**src/rtl/mux_n_seq.sv**
```systemverilog
// N-input registered channel selector: static level select or a timed,
// repeating sweep over channels 0..L-1 started by a run pulse.
module mux_n_seq #(
    parameter  int DATA_W = 32,
    parameter  int N_IN   = 4,
    parameter  int CNT_W  = 8,
    localparam int SEL_W  = $clog2(N_IN)
) (
    input  logic                   clk,
    input  logic                   rst_n,
    input  logic                   run,
    input  logic                   mode,
    input  logic [SEL_W-1:0]       sel,
    input  logic [SEL_W:0]         seq_len,
    input  logic [CNT_W-1:0]       hold,
    input  logic [CNT_W-1:0]       iters,
    input  logic [N_IN*DATA_W-1:0] in_flat,
    output logic [DATA_W-1:0]      out0,
    output logic [SEL_W-1:0]       out_idx,
    output logic                   out_valid,
    output logic                   done
);

    localparam int             N_PAD = 1 << SEL_W;
    localparam logic [SEL_W:0] N_VAL = (SEL_W+1)'(N_IN);

    typedef enum logic {IDLE, SEQ} state_t;

    state_t             state, state_nxt;
    logic [SEL_W-1:0]   idx, idx_nxt;
    logic [SEL_W-1:0]   last_idx, last_idx_nxt;
    logic [CNT_W-1:0]   hold_cnt, hold_cnt_nxt;
    logic [CNT_W-1:0]   hold_last, hold_last_nxt;
    logic [CNT_W-1:0]   sweep_cnt, sweep_cnt_nxt;
    logic [CNT_W-1:0]   iters_cfg, iters_cfg_nxt;
    logic [DATA_W-1:0]  out0_nxt;
    logic [SEL_W-1:0]   out_idx_nxt;
    logic               out_valid_nxt, done_nxt;
    logic [SEL_W:0]     len_clamp;
    logic               sel_ok;

    // Pad the channel array to a power of two so unused selects read zero.
    logic [DATA_W-1:0] chan [N_PAD];
    genvar k;
    generate
        for (k = 0; k < N_PAD; k++) begin : g_chan
            if (k < N_IN) begin : g_in
                assign chan[k] = in_flat[k*DATA_W +: DATA_W];
            end else begin : g_pad
                assign chan[k] = '0;
            end
        end
    endgenerate

    always_comb begin
        state_nxt     = state;
        idx_nxt       = idx;
        last_idx_nxt  = last_idx;
        hold_cnt_nxt  = hold_cnt;
        hold_last_nxt = hold_last;
        sweep_cnt_nxt = sweep_cnt;
        iters_cfg_nxt = iters_cfg;
        out0_nxt      = out0;
        out_idx_nxt   = out_idx;
        out_valid_nxt = 1'b0;
        done_nxt      = done;

        len_clamp = (seq_len == '0 || seq_len > N_VAL) ? N_VAL : seq_len;
        sel_ok    = {1'b0, sel} < N_VAL;

        if (!mode) begin
            state_nxt   = IDLE;
            done_nxt    = 1'b1;
            out0_nxt    = chan[sel];
            out_idx_nxt = sel_ok ? sel : '0;
        end else if (run) begin
            // Start or restart: counters cleared, configuration captured.
            state_nxt     = SEQ;
            done_nxt      = 1'b0;
            idx_nxt       = '0;
            hold_cnt_nxt  = '0;
            sweep_cnt_nxt = '0;
            last_idx_nxt  = SEL_W'(len_clamp - 1'b1);
            hold_last_nxt = (hold == '0) ? '0 : hold - CNT_W'(1);
            iters_cfg_nxt = iters;
        end else if (state == SEQ) begin
            out0_nxt      = chan[idx];
            out_idx_nxt   = idx;
            out_valid_nxt = 1'b1;
            if (hold_cnt == hold_last) begin
                hold_cnt_nxt = '0;
                if (idx == last_idx) begin
                    idx_nxt       = '0;
                    sweep_cnt_nxt = sweep_cnt + CNT_W'(1);
                    if (iters_cfg != '0 && sweep_cnt == iters_cfg - CNT_W'(1)) begin
                        state_nxt = IDLE;
                        done_nxt  = 1'b1;
                    end
                end else begin
                    idx_nxt = idx + SEL_W'(1);
                end
            end else begin
                hold_cnt_nxt = hold_cnt + CNT_W'(1);
            end
        end else begin
            done_nxt = 1'b1;
        end
    end

    always_ff @(posedge clk or negedge rst_n) begin
        if (!rst_n) begin
            state     <= IDLE;
            idx       <= '0;
            last_idx  <= '0;
            hold_cnt  <= '0;
            hold_last <= '0;
            sweep_cnt <= '0;
            iters_cfg <= '0;
            out0      <= '0;
            out_idx   <= '0;
            out_valid <= 1'b0;
            done      <= 1'b1;
        end else begin
            state     <= state_nxt;
            idx       <= idx_nxt;
            last_idx  <= last_idx_nxt;
            hold_cnt  <= hold_cnt_nxt;
            hold_last <= hold_last_nxt;
            sweep_cnt <= sweep_cnt_nxt;
            iters_cfg <= iters_cfg_nxt;
            out0      <= out0_nxt;
            out_idx   <= out_idx_nxt;
            out_valid <= out_valid_nxt;
            done      <= done_nxt;
        end
    end

endmodule
```
**config.mk**
```make
export PLATFORM = sky130hd
export DESIGN_NAME = mux_n_seq
export DESIGN_NICKNAME = d
export VERILOG_FILES = /design/src/rtl/mux_n_seq.sv
export SDC_FILE = /design/constraint.sdc
export NUM_CORES = 1
export LEC_CHECK = 0
export BUFFER_PORTS_ARGS = -buffer_cell sky130_fd_sc_hd__buf_2
export CAP_MARGIN = 5
export CORE_ASPECT_RATIO = 0.9
export CORE_MARGIN = 8
export CORE_UTILIZATION = 45
export CTS_CLUSTER_DIAMETER = 100
export DETAILED_ROUTE_END_ITERATION = 8
export MAX_ROUTING_LAYER = met4
export PLACE_DENSITY_LB_ADDON = 0.15
export SLEW_MARGIN = 0
export SYNTH_ARGS = -nofsm -noshare
export SYNTH_HDL_FRONTEND = slang
export SYNTH_SLANG_ARGS = --single-unit
```
**constraint.sdc**
```tcl
create_clock -name clk -period 2.6 [get_ports clk]
set_clock_uncertainty 0.1 [all_clocks]
set_input_delay 0.26 -clock clk [delete_from_list [all_inputs] [get_ports clk]]
set_output_delay 0.26 -clock clk [all_outputs]
set_load 0.005 [all_outputs]
```
After elaboration in Yosys (flattened, before gate mapping)
Cells that the tools add are included.
{"block": "classes", "addsub": 6, "order_cmp": 3, "eq_ne": 8, "n_mux": 40, "bitwise_logic": 2, "reduce_logical": 14}
{"op": "32-bit two-way mux", "n": 7}
{"op": "32-bit binary-select mux with 2-bit select", "n": 2}
{"op": "8-bit two-way mux", "n": 8}
{"op": "8-bit by 1-bit adder with 8-bit output (second input constant)", "n": 2}
{"op": "8-bit == test", "n": 2}
{"op": "2-bit two-way mux", "n": 8}
{"op": "8-bit by 1-bit subtractor with 8-bit output (second input constant)", "n": 2}
{"op": "1-bit two-way mux", "n": 15}
{"op": "4-bit by 3-bit inequality test with 1-bit output (second input constant)", "n": 3}
{"op": "8-bit logical NOT", "n": 1}
{"op": "8-bit nonzero test", "n": 1}
{"op": "3-bit greater-or-equal comparator (second input constant)", "n": 2}
{"op": "2-bit NOT with 3-bit output", "n": 2}
{"op": "2-bit AND reduction", "n": 3}
{"op": "3-bit AND reduction", "n": 2}
{"op": "2-bit nonzero test", "n": 3}
{"op": "4-bit AND reduction", "n": 1}
{"op": "3-bit > comparator (second input constant)", "n": 1}
{"op": "3-bit logical NOT", "n": 1}
{"op": "2-bit by 1-bit adder with 2-bit output (second input constant)", "n": 1}
{"op": "2-bit == test", "n": 1}
{"op": "2-bit by 1-bit inequality test with 1-bit output (second input constant)", "n": 1}
{"op": "2-bit inequality test (second input constant)", "n": 1}
{"op": "2-bit by 1-bit subtractor with 2-bit output (second input constant)", "n": 1}
{"op": "other kinds (2)", "n": 2}
{"block": "totals", "register_bits": 73, "in_bits": 153, "output_inout_bits": 36, "elab_cells": 84}

Logic depth before layout (Yosys ltp)
Gate-level depths: netlist of the first run.
{"block": "depth", "ltp_word": 9, "depth_mapped": 8, "mapped_depth_nobuf": 7}

Worst setup path after synthesis of the first run
No wires, ideal clock.
{"block": "synth_path", "kind": "register to register", "startpoint": "register iters_cfg[0]", "endpoint": "register state", "setup_ns": 0.143, "arrival_ns": 1.761, "required_time_ns": 2.357, "slack_ns": 0.596, "path_stages_with_launch": 7, "path_buffers": 1, "period_less_slack_ns": 2.004, "cell_sequence": "dfrtp_1 buf_6 or4_4 or3_1 a21oi_1 o2111a_1 o21ai_0"}
{"block": "synth_between", "elab_chain_len": 9, "word_cells_on_any_way": 10, "classes_between": "1 x add/sub; 1 x eq/ne; 6 x mux; 2 x reduce/logical"}
{"element": "start: declaration", "line": "35", "source": "logic [CNT_W-1:0] iters_cfg, iters_cfg_nxt;"}
{"element": "start signal: assignment", "line": "130", "source": "iters_cfg <= iters_cfg_nxt;"}
{"element": "8-bit by 1-bit subtractor with 8-bit output", "line": "95", "source": "if (iters_cfg != '0 && sweep_cnt == iters_cfg - CNT_W'(1)) begin"}
{"element": "8-bit == test", "line": "95"}
{"element": "1-bit logical AND (*)", "line": "95"}
{"element": "1-bit two-way mux (*)", "line": "95"}
{"element": "1-bit two-way mux (*)", "line": "92", "source": "if (idx == last_idx) begin"}
{"element": "1-bit two-way mux (*)", "line": "90", "source": "if (hold_cnt == hold_last) begin"}
{"element": "1-bit two-way mux (*)", "line": "86", "source": "end else if (state == SEQ) begin"}
{"element": "1-bit two-way mux (*)", "line": "76", "source": "end else if (run) begin"}
{"element": "1-bit two-way mux (*)", "line": "71", "source": "if (!mode) begin"}
{"element": "net state_nxt", "line": "29", "source": "state_t state, state_nxt;"}
{"element": "end signal: assignment", "line": "124", "source": "state <= state_nxt;"}
{"element": "end: declaration", "line": "29"}
The timed path passes the listed nets; every way through them passes the cells marked *.
A chain may end at the register's enable or synchronous reset.

Worst setup path in the final report of the first run
Ends and elaborated chain as after synthesis.

==> metrics.cfg, run 1 <==
[setup_path]
critical_path.cell_chain=inv_1 -> ha_1 -> xor2_1 -> nand4_1 -> nor4_1 -> o2111a_1 -> o21ai_0
cp_slowest_stage_delay_ps=490
r2r-start=iters_cfg[0]
worstSetupPathType=reg -> reg
worst-r2r-cell-count=7
cp_data_arrival_time_ps=2270
cp.required_ps=2710
crit_path_start=iters_cfg[0]
cp-start-kind=flip-flop
critPathSlowestCell=dfrtp_1
crit_path_max_fanout=8
crit_path_end_kind=flip-flop

[clock_tree]
cts.sinks=73
cts_buffer_depth=2
cts_buffers=9
htreeDepth=3
tritoncts=built
post_cts_buffers=0
cts-root-buf=clkbuf_16
ctsResizeCount=0
clk_pin_slew_ps=60
insertion_delay_ps=330

[floorplan]
die_x_um=131.0
fp.coreArea_um2=11530
die_area_um2=15640
core.rowCount=37
ios=189
start_util_pct=46.42
die_y_um=119.5

[detailed_routing]
wl_per_cell_um=18.25
wirelength_mm=14.86
first_pass_iters=5
drtAntennaViolNets=0
drc_errors=0
dr_total_vias=4577
drtIter0Drc=267
vias_per_cell=5.623

[timing]
max_freq_mhz=461.1
fin_crit_ps=2169
final-setup-viol-count=0
tightest_slew_ps=824.0
max_slew_margin_pct=45.06
hold_viol=0
rsz0062_at_grt=no
fin_tns_setup_ps=0
fin_crit_sh_pct=83.40
slew_violations=0

[pwr]
leakage_nw=2.917
finalPower_mw=4.479
p_per_area_nw_per_um2=663.7
ir_worst_vdd_mv=0.4385

[synth]
seq_area_frac_synth_pct=34.16
syn_avg_cell_area_um2=11.10
syn_area_um2=5351
ys_types=53
synth.area.top_cells=dfrtp_1 34%, mux4_2 27%, mux2i_1 6.9%
ys_warn_count=0
synth-seq-cells=73
netlist_instances=482
syn-num-nets=639
async_reset_ff_share_pct=100.0
synth_flop_cell=dfrtp_1
synth_top_cell_area_share_pct=33.67
synth_edf_count=0
yosys.area.top_type=dfrtp_1

[worst_hold_path]
hold-path-cell-count=3
min_from=iters[5]
hold_class=in -> reg

[global_route]
grt_pass1_vias=4899
grt_overflow=0
track_usage_pct=19.74
grt_pass1_wl_mm=23.93
grt_max_degree=71
antenna_found_initial=1

[finish]
drive_gt1_share_pct=44.44
fin_nets=809
syn2layout_area_growth_pct=26.12

[outcome]
outcome=finished, final reports clean

[placed_design]
port_buffers=188
dp_hpwl_mm=11.09
gp_routability_congestion=0.8967

[job]
cap_violations=0

==> report_power, final <==
group          total [mW]  switching (mW)  leakage, nW  internal [mW]
clock network        1.34           0.477        0.151          0.867
registers            1.46           0.149        0.879           1.31
logic                1.68           0.763         1.89          0.916
total                4.48            1.39         2.92           3.09
==> cell type report <==
| class | instances | area, µm² |
|---|---|---|
| tap | 156 | 195.2 |
| antenna | 1 | 2.502 |
| inverter | 8 | 30.03 |
| timing repair buffer | 199 | 1041 |
| clock buffer | 10 | 239.0 |
| sequential | 73 | 1829 |
| clock inverter | 6 | 91.34 |
| multi-input combinational | 361 | 3321 |
| fill | 1015 | 4778 |
==> critical path, delay by kind of cell, from the launching register on <==
family	cells	cell delay [ps]
compound gates	2	370
fa+ha+maj	1	330
buf+inv	1	100
flops	1	490
simple gates	2	520
xor+xnor	1	140
==> sequential cells by signal, summed over array words and instances, names as in the netlist <==
register,count
done,1
state,1
out_idx,2
sweep_cnt,8
idx,2
iters_cfg,8
hold_cnt,8
hold_last,8
out0,32
out_valid,1
last_idx,2
==> synthesized netlist by cell type, drive strengths merged, types with 2 or more instances <==
cell	instances
dfrtp	72
mux4	64
nor2	52
a21oi	43
nand2	42
mux2i	37
clkbuf	24
o21ai	21
xnor2	20
buf	16
xor2	9
inv	8
nand2b	6
nand4	6
or3	6
nand3	5
nor3	5
or4	5
ha	4
nor2b	3
o31ai	3
a41oi	2
and2	2
mux2	2
nor3b	2
nor4	2
o21bai	2
o31a	2
o41ai	2
==> path summary, 6_finish.rpt <==
check | endpoint | slack (ps)
max in group asynchronous | hold_cnt[5] | 1400
setup / recovery | state | 430
hold reg to reg | hold_last[7] | 410
hold / removal | iters_cfg[5] | 20
min in group asynchronous | iters_cfg[3] | 360
setup reg to reg | state | 430
==> cell families (layout without fill, tap and decap cells) <==
logic type / count (synthesis) / after routing / share of synthesized area, %
DFF: 73 / 73 / 34.16
adders and majority gates: 4 / 4 / 0.9353
xor gates and xnor gates: 29 / 29 / 5.027
AOI/OAI and AO/OA: 86 / 86 / 9.563
muxes: 103 / 103 / 34.28
and+or+nand+nor: 139 / 139 / 12.11
buffers and inverters: 48 / 223 / 3.928
other: 0 / 1 / 0
==> placed cells by master, fill, tap and decap left out, drive strengths merged, types with 2 or more instances in the layout <==
| cell type | n |
|---|---|
| bufinv | 2 |
| nand2 | 42 |
| or3 | 6 |
| mux2 | 2 |
| o31ai | 3 |
| nor3b | 2 |
| nand2b | 6 |
| o21bai | 2 |
| buf | 198 |
| o21ai | 21 |
| nand4 | 6 |
| mux2i | 37 |
| nor4 | 2 |
| clkbuf | 10 |
| mux4 | 64 |
| nor3 | 5 |
| o31a | 2 |
| dfrtp | 72 |
| a21oi | 43 |
| and2 | 2 |
| xor2 | 9 |
| a41oi | 2 |
| o41ai | 2 |
| or4 | 5 |
| nand3 | 5 |
| clkinvlp | 3 |
| ha | 4 |
| nor2b | 3 |
| inv | 8 |
| nor2 | 52 |
| xnor2 | 20 |
==> timing repair <==
item	in CTS	in global routing
setup endpoints to repair	0	0
hold buffers	1	0
hold endpoints to repair	40	0
==> metal layers <==
layer	share of wire (%)	track usage, %	up-vias
li1	-	-	2165
met1	40	23.68	2215
met2	51	32.34	169
met3	6.4	3.568	28
met4	2.7	7.455	0
met5	0	-	-
==> metrics by stage <==
stage / utilization (%) / std cells / hold WS (ps) / setup slack [ps] / instance area, µm²
2_1_floorplan: - / 482 / -135.6 / 595.9 / 5351
5_1_grt: 58.55 / 814 / 34.58 / 275.3 / 6749
3_5_place_dp: 55.57 / 796 / 195.8 / 478.0 / 6406
4_1_cts: 58.53 / 813 / 13.57 / 437.4 / 6746
6_report: 58.55 / 814 / 21.94 / 431.5 / 6749
3_3_place_gp: 55.57 / 796 / 193.2 / 413.5 / 6406
No activity file was read; power rests on OpenSTA's default activity.
==> run 2: changes to the inputs <==
clock period = 2.15 ns   (was 2.6 ns; I/O delays follow)
==> run 2 against run 1 <==
Net effect: die area is the same; total power grew 21%; sequential share of layout area shrank 0.76 points; largest power group unchanged; via count grew 1.7%; clock power grew 15%; flip-flop and latch count is the same; non-clock buffer count grew 20.
==> metrics.cfg, run 2 (synthesis results as in run 1) <==
[finish]
final_cell_area_um2=6949  ; was 6749 µm²
syn2layout_area_growth_pct=29.86  ; was 26.12%
drive_gt1_share_pct=45.05  ; was 44.44%
fin_nets=829  ; was 809
layout_common_cells=187 x buf_2, 70 x dfrtp_1, 64 x mux4_2  ; was 187 x buf_2, 71 x dfrtp_1, 64 x mux4_2
antenna-diode-count=0  ; was 1
largest_register=out0  ; unchanged
utilization_pct=60.28  ; was 58.55%
final_common_cell=buf_2  ; unchanged
largest_reg_flops=32  ; unchanged

[worst_hold_path]
min_from=hold[0]  ; was iters[5]
hold_class=in -> reg  ; unchanged

[floorplan]
start_util_pct=46.42  ; unchanged
ios=189  ; unchanged
die_y_um=119.5  ; unchanged
fp.coreArea_um2=11530  ; unchanged
die_area_um2=15640  ; unchanged
die_x_um=131.0  ; unchanged
core.rowCount=37  ; unchanged

[timing]
fin_tns_setup_ps=0  ; unchanged
max_freq_mhz=485.1  ; was 461.1 MHz
hold_viol=0  ; unchanged
tightest_slew_ps=703.3  ; was 824.0 ps
max_slew_margin_pct=53.12  ; was 45.06%
slew_violations=0  ; unchanged
layout_setup_ws_ps=88.73  ; was 431.5 ps
fin_crit_ps=2061  ; was 2169 ps
rsz0062_at_grt=no  ; unchanged
fin_crit_sh_pct=95.87  ; was 83.40%
final-setup-viol-count=0  ; unchanged

[clock_tree]
cts_buffer_depth=2  ; unchanged
cts_buffers=9  ; unchanged
htreeDepth=3  ; unchanged
post_cts_buffers=0  ; unchanged
cts.sinks=73  ; unchanged
cts-root-buf=clkbuf_16  ; unchanged
insertion_delay_ps=330  ; about the same
tritoncts=built  ; unchanged
clk_pin_slew_ps=60  ; about the same

[global_route]
grt_overflow=0  ; unchanged
grt_pass1_vias=5211  ; was 4899
grt_max_degree=71  ; unchanged
grt_pass1_wl_mm=25.03  ; was 23.93 mm
antenna_found_initial=0  ; was 1
track_usage_pct=20.55  ; was 19.74%

[pwr]
p_per_area_nw_per_um2=781.7  ; was 663.7 nW/µm²
ir_worst_vdd_mv=0.4752  ; was 0.4385 mV
leakage_nw=3.019  ; was 2.917 nW

[detailed_routing]
dr_total_vias=4656  ; was 4577
drc_errors=0  ; unchanged
drtIter0Drc=225  ; was 267
drtAntennaViolNets=0  ; unchanged
wl_per_cell_um=18.12  ; was 18.25 µm
first_pass_iters=4  ; was 5
wirelength_mm=15.10  ; was 14.86 mm
vias_per_cell=5.589  ; was 5.623

[placed_design]
place_ws_ps=99.05  ; was 478.0 ps
dp_hpwl_mm=11.66  ; was 11.09 mm
gp_routability_congestion=0.9236  ; was 0.8967
placed_area_um2=6526  ; was 6406 µm²
port_buffers=188  ; unchanged

[setup_path]
crit_path_start=iters_cfg[0]  ; unchanged
worstSetupPathType=reg -> reg  ; unchanged
cp.required_ps=2250  ; was 2710 ps
cp-start-kind=flip-flop  ; unchanged
crit_path_max_fanout=4  ; was 8
crit_path_end_kind=flip-flop  ; unchanged
cp_data_arrival_time_ps=2170  ; was 2270 ps
r2r-start=iters_cfg[0]  ; unchanged

[job]
cap_violations=0  ; unchanged

[outcome]
outcome=finished, final reports clean  ; unchanged

[run 2: final timing paths]
path / depth (start not counted) / slack (ps) / end
worst min-delay path: 2 / 10 / hold_last[0]
worst min register to register: 2 / 400 / hold_last[4]
max in group asynchronous: 3 / 1080 / out_idx[0]
worst max register to register: 5 / 90 / state
min in group asynchronous: 2 / 290 / iters_cfg[5]
worst max-delay path: 5 / 90 / state
[run 2: timing repair]
action	4_1_cts	5_1_grt
resized for setup	0	2
setup endpoints to repair	0	3
hold buffers	10	0
hold endpoints to repair	43	0
[run 2: layout make-up]
type                            count  area (µm²)
Multi-Input combinational cell    361        3326
Tap cell                          156       195.2
Clock buffer                       12       266.5
Inverter                            8       30.03
Clock inverter                      4       50.05
Sequential cell                    73        1831
Timing Repair Buffer              219        1251
Fill cell                        1002        4578
[run 2: stage by stage]
| stage | std cells | hold slack, ps | total power, mW |
|---|---|---|---|
| global placement | 807 | 114.3 | 3.878 |
| detailed placement | 807 | 122.9 | 3.919 |
| global route | 833 | 11.90 | 5.788 |
| CTS | 833 | 7.787 | 5.501 |
| floorplan | 482 | -180.6 | 3.255 |
| finish | 833 | 11.67 | 5.432 |
[run 2: critical path, cell delays in order (launching register included)]
cell and delay, ps:
dfrtp_1 420, or4_4 580, or3_1 380, a21oi_1 160, o2111a_1 210, o21ai_0 80
[run 2: power by group]
| group | internal [mW] | total, mW | switching (mW) |
|---|---|---|---|
| combinational | 1.18 | 2.14 | 0.961 |
| sequential | 1.58 | 1.75 | 0.168 |
| clock | 0.990 | 1.54 | 0.553 |
| total | 3.75 | 5.43 | 1.68 |
[run 2: routing by layer]
metal | vias to the layer above | share of wire (%) | track usage [%]
met3 | 23 | 5.5 | 3.524
met1 | 2279 | 41 | 24.73
met4 | 0 | 2.1 | 6.165
li1 | 2201 | - | -
met2 | 153 | 51 | 34.42
met5 | - | 0 | -
